$ cat config.mk
export PLATFORM = sky130hd
export DESIGN_NAME = prewish_mentor_flat
export DESIGN_NICKNAME = d
export VERILOG_FILES = /design/src/rtl/prewish_mentor_if.sv /design/src/rtl/prewish_mentor.sv /design/src/flat_wrapper.sv
export SDC_FILE = /design/constraint.sdc
export NUM_CORES = 1
export LEC_CHECK = 0
export ABC_CLOCK_PERIOD_IN_PS = 2500
export CORE_ASPECT_RATIO = 0.6
export CORE_UTILIZATION = 45
export DETAILED_ROUTE_END_ITERATION = 10
export HOLD_SLACK_MARGIN = 0.12
export PLACE_DENSITY = 0.6
export SYNTH_ARGS = -nofsm -noshare
export SYNTH_HDL_FRONTEND = slang
export SYNTH_SLANG_ARGS = --single-unit
$ cat constraint.sdc
create_clock -name CLK_I -period 2.5 [get_ports CLK_I]
set_input_delay 0.625 -clock CLK_I [delete_from_list [all_inputs] [get_ports CLK_I]]
set_output_delay 0.625 -clock CLK_I [all_outputs]
set_load 0.01 [all_outputs]
$ cat src/rtl/prewish_mentor_if.sv
// Student-port bundle between prewish_mentor and prewish_blinky, plus the mentor's board-side controls.
// Latency: none, wires only; no backpressure, because the student port has no ACK.
interface prewish_mentor_if;
    logic       STB_O;
    logic [7:0] DAT_O;
    logic [1:0] o_index;
    logic       o_busy;
    logic       i_next;
    logic       i_run;

    modport master (
        output STB_O,
        output DAT_O,
        output o_index,
        output o_busy,
        input  i_next,
        input  i_run
    );

    modport slave (
        input  STB_O,
        input  DAT_O,
        input  o_index,
        input  o_busy,
        output i_next,
        output i_run
    );
endinterface

$ cat src/rtl/prewish_mentor.sv
// Wishbone-subset initiator: strobes one of four blink masks into the student, then dwells until advanced.
// Latency: outputs registered, 1 cycle from decision to STB_O; no backpressure (student never ACKs).
module prewish_mentor #(
    parameter int         STB_LEN    = 2,
    parameter int         DWELL_BITS = 22,
    parameter logic [7:0] PAT0       = 8'hA5,
    parameter logic [7:0] PAT1       = 8'hF0,
    parameter logic [7:0] PAT2       = 8'h81,
    parameter logic [7:0] PAT3       = 8'hFF
) (
    input  logic              CLK_I,
    input  logic              RST_I,
    prewish_mentor_if.master  bus
);

    typedef enum logic [1:0] {
        ST_START = 2'd0,
        ST_LOAD  = 2'd1,
        ST_DWELL = 2'd2
    } state_t;

    localparam logic [3:0]            STB_LAST   = 4'(STB_LEN - 1);
    localparam logic [DWELL_BITS-1:0] DWELL_LAST = {DWELL_BITS{1'b1}};

    state_t                state;
    state_t                state_nxt;
    logic [3:0]            stb_cnt;
    logic [3:0]            stb_cnt_nxt;
    logic [DWELL_BITS-1:0] dwell_cnt;
    logic [DWELL_BITS-1:0] dwell_cnt_nxt;
    logic                  pending;
    logic                  pending_nxt;
    logic                  stb_nxt;
    logic [7:0]            dat_nxt;
    logic [1:0]            index_nxt;
    logic                  busy_nxt;
    logic                  start_load;
    logic [1:0]            load_idx;

    function automatic logic [7:0] pat_of(input logic [1:0] idx);
        case (idx)
            2'd0:    pat_of = PAT0;
            2'd1:    pat_of = PAT1;
            2'd2:    pat_of = PAT2;
            default: pat_of = PAT3;
        endcase
    endfunction

    always_ff @(posedge CLK_I or negedge RST_I) begin
        if (!RST_I) begin
            state       <= ST_START;
            stb_cnt     <= '0;
            dwell_cnt   <= '0;
            pending     <= 1'b0;
            bus.STB_O   <= 1'b0;
            bus.DAT_O   <= 8'h00;
            bus.o_index <= 2'd0;
            bus.o_busy  <= 1'b0;
        end else begin
            state       <= state_nxt;
            stb_cnt     <= stb_cnt_nxt;
            dwell_cnt   <= dwell_cnt_nxt;
            pending     <= pending_nxt;
            bus.STB_O   <= stb_nxt;
            bus.DAT_O   <= dat_nxt;
            bus.o_index <= index_nxt;
            bus.o_busy  <= busy_nxt;
        end
    end

    always_comb begin
        state_nxt     = state;
        stb_cnt_nxt   = stb_cnt;
        dwell_cnt_nxt = dwell_cnt;
        pending_nxt   = pending;
        stb_nxt       = bus.STB_O;
        dat_nxt       = bus.DAT_O;
        index_nxt     = bus.o_index;
        busy_nxt      = bus.o_busy;
        start_load    = 1'b0;
        load_idx      = bus.o_index;

        case (state)
            ST_START: begin
                pending_nxt = pending | bus.i_next;
                start_load  = 1'b1;
                load_idx    = 2'd0;
            end
            ST_LOAD: begin
                // A request arriving mid-strobe is remembered, one deep, for the first dwell cycle.
                pending_nxt = pending | bus.i_next;
                if (stb_cnt == STB_LAST) begin
                    state_nxt     = ST_DWELL;
                    dwell_cnt_nxt = '0;
                    stb_nxt       = 1'b0;
                    dat_nxt       = 8'h00;
                    busy_nxt      = 1'b0;
                end else begin
                    stb_cnt_nxt = stb_cnt + 4'd1;
                end
            end
            ST_DWELL: begin
                // Request and terminal count in the same cycle merge into a single advance.
                if (bus.i_next || pending || (bus.i_run && dwell_cnt == DWELL_LAST)) begin
                    pending_nxt = 1'b0;
                    start_load  = 1'b1;
                    load_idx    = bus.o_index + 2'd1;
                end else if (bus.i_run) begin
                    dwell_cnt_nxt = dwell_cnt + DWELL_BITS'(1);
                end else begin
                    dwell_cnt_nxt = '0;
                end
            end
            default: begin
                state_nxt = ST_START;
            end
        endcase

        if (start_load) begin
            state_nxt   = ST_LOAD;
            stb_cnt_nxt = 4'd0;
            stb_nxt     = 1'b1;
            dat_nxt     = pat_of(load_idx);
            index_nxt   = load_idx;
            busy_nxt    = 1'b1;
        end
    end

endmodule

$ cat src/flat_wrapper.sv
// flat-port wrapper written by rule: the top's interface ports become plain ports
module prewish_mentor_flat 
#(
    parameter int         STB_LEN    = 2,
    parameter int         DWELL_BITS = 22,
    parameter logic [7:0] PAT0       = 8'hA5,
    parameter logic [7:0] PAT1       = 8'hF0,
    parameter logic [7:0] PAT2       = 8'h81,
    parameter logic [7:0] PAT3       = 8'hFF
)
  (CLK_I, RST_I, bus_STB_O, bus_DAT_O, bus_o_index, bus_o_busy, bus_i_next, bus_i_run);
  prewish_mentor_if bus_i ();
  input  logic CLK_I;
  input  logic RST_I;
  output wire logic [$bits(bus_i.STB_O)-1:0] bus_STB_O;
  output wire logic [$bits(bus_i.DAT_O)-1:0] bus_DAT_O;
  output wire logic [$bits(bus_i.o_index)-1:0] bus_o_index;
  output wire logic [$bits(bus_i.o_busy)-1:0] bus_o_busy;
  input wire logic [$bits(bus_i.i_next)-1:0] bus_i_next;
  input wire logic [$bits(bus_i.i_run)-1:0] bus_i_run;
  assign bus_STB_O = bus_i.STB_O;
  assign bus_DAT_O = bus_i.DAT_O;
  assign bus_o_index = bus_i.o_index;
  assign bus_o_busy = bus_i.o_busy;
  assign bus_i.i_next = bus_i_next;
  assign bus_i.i_run = bus_i_run;
  prewish_mentor #(.STB_LEN(STB_LEN), .DWELL_BITS(DWELL_BITS), .PAT0(PAT0), .PAT1(PAT1), .PAT2(PAT2), .PAT3(PAT3)) u_core (.CLK_I(CLK_I), .RST_I(RST_I), .bus(bus_i));
endmodule
==> impl_metrics.tcl, run 1 <==
set metrics [dict create \
    rows 19 \
    status "finished, final reports clean" \
    synthArstFlopShare_pct 100 \
    clk_pin_slew_ps 70 \
    avgSynthCellArea_sq_um 9.29 \
    ctsRootBufferMaster "clkbuf_8" \
    dp_slack_ps 13.6 \
    diodes 0 \
    cts_tree "done" \
    layout-drive-gt1-share_pct 13.7 \
    syn_inst 242 \
    start_kind "flip-flop" \
    synth_fa_ha_area_share_pct 5.01 \
    cts_setup_buffers 0 \
    fin_tns_setup_ps 0 \
    critPathMaxFanout 5 \
    min_period_ps 2340 \
    cts_hold_buf 0 \
    fin_skew_ps 5.69 \
    grt_setup_unrepaired "false" \
    yosys.area_share.xor_xnor_pct 1.17 \
    synth_top_family_by_area "compound AO/OA/AOI/OAI gates" \
    internal_power_mw 1.38 \
    pwr-share-comb_pct 47.3 \
    grt_pass1_vias 1837 \
    ys_types 44 \
    seqPwrFrac_pct 33.9 \
    nNetsFinal 283 \
    hpwl_mm 3.91 \
    cts_resized 0 \
    ir_drop_mv 0.537 \
    core_area_sq_um 4680 \
    io_buffers 15 \
    antenna_left 0 \
    ios 16 \
    synth.yosys.seq_area_share_pct 41.2 \
    cts_buffers 5 \
    die_w_um 93.3 \
    finalPower_mw 2.27 \
    holdWs_ps 439 \
    antenna_found_initial 0 \
    drc 0 \
    synth_edf_count 0 \
    synth-simple-area-share_pct 20.6 \
    vias 2019 \
    die_h_um 56.8 \
    crit_type "flip-flop to flip-flop" \
    synthesis.nets 255 \
    wl_mm 5.48 \
    place_congestion 0.871 \
    mostFrequentLayoutCells "dfrtp_1 (37), o31ai_1 (32), nand2_1 (26)" \
    synth_compound_area_share_pct 24.8 \
    drtIter0Drc 124 \
    drv_cap 0 \
    grt_max_degree 38 \
    clockBufferDepth 2 \
    multi_input_area_sq_um 1210 \
    grt_pass1_wl_mm 9.54 \
    finalCritPeriodShare_pct 93.8 \
    ys.flop_type "dfrtp_1" \
    ys_warn_count 0 \
    max_freq_mhz 427 \
    register_area_sq_um 926 \
    hold_class "primary input to asynchronous set/reset pin" \
    wire_per_inst_um 16.5 \
    dr.pass1.iters 5 \
    drv_slew 0 \
    fin_ws_ps 156 \
    syn-cell-area_sq_um 2250 \
    start_util_pct 48.0 \
    die-area_sq_um 5290 \
    slew_headroom_pct 43.8 \
    clkLatencyLatePin_ps 290 \
    end_kind "flip-flop" \
    power_switching_mw 0.887 \
    powerDensity_nw_per_um2 856 \
    p_leak_nw 1.19 \
    power_switching_share_pct 39.1 \
    cts.sinks 37 \
    layout_commonest_cell "dfrtp_1" \
    pwr-share-clk_pct 18.8 \
    worst_pin_slew_ps 844 \
    critPathRequiredTime_ps 2720 \
    viasPerCell 6.06 \
    cts_max_level 2 \
    track_usage_pct 23.7 \
    fillerInstances 407 \
    finalHoldViolCount 0 \
    gr-total-overflow 0 \
    synth.area.mux_share_pct 1.78 \
    finalSetupViolations 0 \
    area_delta_synth_final_pct 17.9 \
    synth-seq-cells 37 \
    critPathArrivalTime_ps 2560 \
]
[area by class of cell]
type | instances | share of cell area (%)
tap | 63 | 2.97
sequential | 37 | 34.9
multi-input combinational | 180 | 45.5
clock buffer | 7 | 3.26
inverter | 10 | 1.42
timing repair buffer | 36 | 11.9
[routing by layer]
| layer | part of all wire [%] | track usage (%) | vias to the layer above |
|---|---|---|---|
| met3 | 5.3 | 5.42 | 7 |
| met5 | 0 | 0 | - |
| li1 | - | - | 978 |
| met4 | 0.71 | 6.59 | 0 |
| met2 | 37 | 26.6 | 57 |
| met1 | 57 | 41.5 | 977 |
[cells in the mapped netlist, types with 3 or more instances]
library cell  count  area, sq um
or3_1             3         18.8
o31ai_1          32          240
ha_1              9          113
a21oi_1           9         45.0
dfrtp_1          37          926
nor2_1           20         75.1
o21ai_0          15         75.1
inv_1            10         37.5
nor3_1            5         25.0
buf_4             7         52.6
clkbuf_1          6         22.5
nand2_1          26         97.6
nand3_1           7         35.0
a31oi_1           7         43.8
nand4_1           6         37.5
and2_1            3         18.8
mux2i_1           4         40.0
[path summary, 6_finish.rpt]
kind,startpoint,end,slack (ps),depth (start not counted)
worst min-delay path,RST_I,u_core.dwell_cnt[14],440,1
max in group asynchronous,RST_I,u_core.dwell_cnt[9],1530,1
worst max-delay path,u_core.dwell_cnt[0],u_core.bus.DAT_O[2],160,7
worst max register to register,u_core.dwell_cnt[0],u_core.bus.DAT_O[2],160,7
worst min register to register,u_core.dwell_cnt[17],u_core.dwell_cnt[17],500,1
min in group CLK_I,u_core.dwell_cnt[17],u_core.dwell_cnt[17],500,1
[worst max-delay path, cell delays in order, from the launching register on]
cell      delay (ps)
dfrtp_1          430
ha_1             260
nand3_2          170
nor4_4           310
nand4_2          220
o311ai_1         450
ha_1             310
mux2i_1          110
[state kept, by name, summed over array words and instances (netlist names)]
name and count:
u_core.bus.STB_O 1, u_core.bus.o_index 2, u_core.pending 1, u_core.state 2, u_core.dwell_cnt 22, u_core.stb_cnt 4
u_core.bus.DAT_O 5
[power groups by stage]
| stage | Combinational [mW] | Sequential [mW] | Clock, mW |
|---|---|---|---|
| 5_1_grt | 1.20 | 0.784 | 0.473 |
| 3_3_place_gp | 1.06 | 0.777 | 0 |
| 6_report | 1.07 | 0.769 | 0.426 |
| 2_1_floorplan | 0.607 | 0.780 | 0 |
| 4_1_cts | 1.07 | 0.767 | 0.438 |
| 3_5_place_dp | 1.07 | 0.775 | 0 |
[per-stage QoR]
stage	instance area, sq um	utilization [%]	instances
floorplan	2250	-	242
global placement	2560	54.7	326
detailed placement	2560	54.7	326
CTS	2650	56.6	333
global route	2650	56.6	333
finish	2650	56.6	333
[cell families (layout without fill, tap and decap cells)]
group,count (synthesis),in the layout
AO/OA/AOI/OAI,81,81
XOR/XNOR,3,3
adder cells (fa/ha/maj),9,9
buffers and inverters,25,53
flip-flops,37,37
multiplexers,4,4
AND/OR/NAND/NOR,83,83
No activity file was read; power rests on OpenSTA's default activity.
==> run 2, diff against run 1 <==
--- a/config.mk
+++ b/config.mk
@@ -5,7 +5,7 @@
 export SDC_FILE = /design/constraint.sdc
 export NUM_CORES = 1
 export LEC_CHECK = 0
-export ABC_CLOCK_PERIOD_IN_PS = 2500
+export ABC_CLOCK_PERIOD_IN_PS = 2300
 export CORE_ASPECT_RATIO = 0.6
 export CORE_UTILIZATION = 45
 export DETAILED_ROUTE_END_ITERATION = 10
==> constraint.sdc (replaced) <==
create_clock -name CLK_I -period 2.3 [get_ports CLK_I]
set_input_delay 0.575 -clock CLK_I [delete_from_list [all_inputs] [get_ports CLK_I]]
set_output_delay 0.575 -clock CLK_I [all_outputs]
set_load 0.01 [all_outputs]
==> impl_metrics.tcl, run 2 (synthesis gave the netlist of run 1 again) <==
set metrics [dict create \
    status "finished, final reports clean" \
    layout_commonest_cell "dfrtp_1" \
    grt_setup_unrepaired "false" \
    finalInstanceArea_sq_um 2810 \
    grt_most_used_layer "met1" \
    worst_pin_slew_ps 550 \
    fin_ws_ps 118 \
    dp_slack_ps -124 \
    fin_tns_setup_ps 0 \
    antenna_found_initial 0 \
    cpMostUsedCell "nand4_1" \
    clk_pin_slew_ps 80 \
    grt_use_met1_pct 39.1 \
    drv_slew 0 \
    finalCritPeriodShare_pct 94.9 \
    gr-total-overflow 0 \
    hpwl_mm 4.10 \
    critPathRequiredTime_ps 2470 \
    powerDensity_nw_per_um2 928 \
    die-area_sq_um 5290 \
    finalSetupViolations 0 \
    path_cells "nand4_1 -> nor3_1 -> nand4_4 -> nand4_1 -> o311ai_4 -> ha_1 -> o31ai_1 -> o21ai_0" \
    wl_mm 5.65 \
    end_kind "flip-flop" \
    diodes 0 \
    layout-drive-gt1-share_pct 19.0 \
    crit_type "flip-flop to flip-flop" \
    slew_headroom_pct 63.1 \
    largest_register_ffs 22 \
    cp_slowest_cell "nor3_1" \
    core_area_sq_um 4680 \
    viasPerCell 5.89 \
    drtIter0Drc 115 \
    ir_drop_mv 0.634 \
    critPathBufInv 0 \
    area_delta_synth_final_pct 24.9 \
    start_util_pct 48.0 \
    multi_input_area_sq_um 1240 \
    min_period_ps 2180 \
    fin_util_pct 60.0 \
    drv_cap 0 \
    reg_top3 "u_core.dwell_cnt: 22 flops, u_core.bus.DAT_O: 5 flops, u_core.stb_cnt: 4 flops" \
    grt_max_degree 38 \
    fin_skew_ps 4.21 \
    met3_usage_pct 4.88 \
    io_buffers 15 \
    cts_buffers 5 \
    clkLatencyLatePin_ps 290 \
    placed_area_sq_um 2670 \
    ctsRootBufferMaster "clkbuf_8" \
    critical_path.top_delay_family "simple AND/OR/NAND/NOR gates" \
    gr-usage-met2_pct 28.0 \
    start_kind "flip-flop" \
    cts_max_level 2 \
    track_usage_pct 23.1 \
    wire_per_inst_um 16.3 \
    critPathMaxFanout 6 \
    rows 19 \
    mostFrequentLayoutCells "dfrtp_1 (37), o31ai_1 (32), buf_4 (32)" \
    hold_class "primary input to asynchronous set/reset pin" \
    antenna_left 0 \
    dr.pass1.iters 5 \
    slowest_delay_ps 510 \
    die_h_um 56.8 \
    finalHoldViolCount 0 \
    ios 16 \
    max_freq_mhz 458 \
    drc 0 \
    place_congestion 0.780 \
    register_area_sq_um 926 \
    cts_tree "done" \
    p_leak_nw 1.28 \
    fillerInstances 412 \
    top_register "u_core.dwell_cnt" \
    grt_pass1_vias 1805 \
    die_w_um 93.3 \
    nNetsFinal 296 \
    vias 2043 \
    cts.sinks 37 \
    critPathArrivalTime_ps 2350 \
    grt_pass1_wl_mm 9.25 \
    clockBufferDepth 2 \
    cts_hold_buf 0 \
]
[run 2: layer usage]
metal | vias up | routed length, um | part of all wire, %
met5 | - | 0 | 0
met4 | 0 | 40 | 0.71
met3 | 5 | 293 | 5.2
met2 | 54 | 2120 | 37
met1 | 991 | 3200 | 57
li1 | 993 | - | -
[run 2: area by class of cell]
class	instances	area share [%]
multi-input combinational	180	44.1
sequential	37	33.0
timing repair buffer	49	15.2
clock buffer	7	3.43
tap	63	2.81
inverter	10	1.34
clock inverter	1	0.178
[run 2: timing repair]
action,4_1_cts,5_1_grt
setup buffers,0,1
endpoints found under the setup margin,1,3
resized for setup,1,3
pin swaps,0,2
[run 2: metrics by stage]
| stage | hold slack [ps] | cells | power [mW] |
|---|---|---|---|
| 3_3_place_gp | 476 | 338 | 2.05 |
| 3_5_place_dp | 504 | 338 | 2.07 |
| 5_1_grt | 356 | 347 | 2.78 |
| 6_report | 315 | 347 | 2.61 |
| 4_1_cts | 346 | 346 | 2.59 |
| 2_1_floorplan | 279 | 242 | 1.51 |
[run 2: final timing paths]
check                                      from                    to  slack [ps]  depth (start not counted)
hold / removal                            RST_I  u_core.dwell_cnt[15]         310                          2
min in group CLK_I         u_core.dwell_cnt[17]  u_core.dwell_cnt[17]         510                          1
setup / recovery           u_core.dwell_cnt[15]   u_core.bus.DAT_O[3]         120                          8
max in group asynchronous                 RST_I   u_core.dwell_cnt[0]        1650                          2
hold reg to reg            u_core.dwell_cnt[17]  u_core.dwell_cnt[17]         510                          1
setup reg to reg           u_core.dwell_cnt[15]   u_core.bus.DAT_O[3]         120                          8
[run 2: power breakdown]
group | internal, mW | switching [mW] | total, mW
clock network | 0.271 | 0.242 | 0.513
registers | 0.746 | 0.0932 | 0.839
logic | 0.580 | 0.673 | 1.25
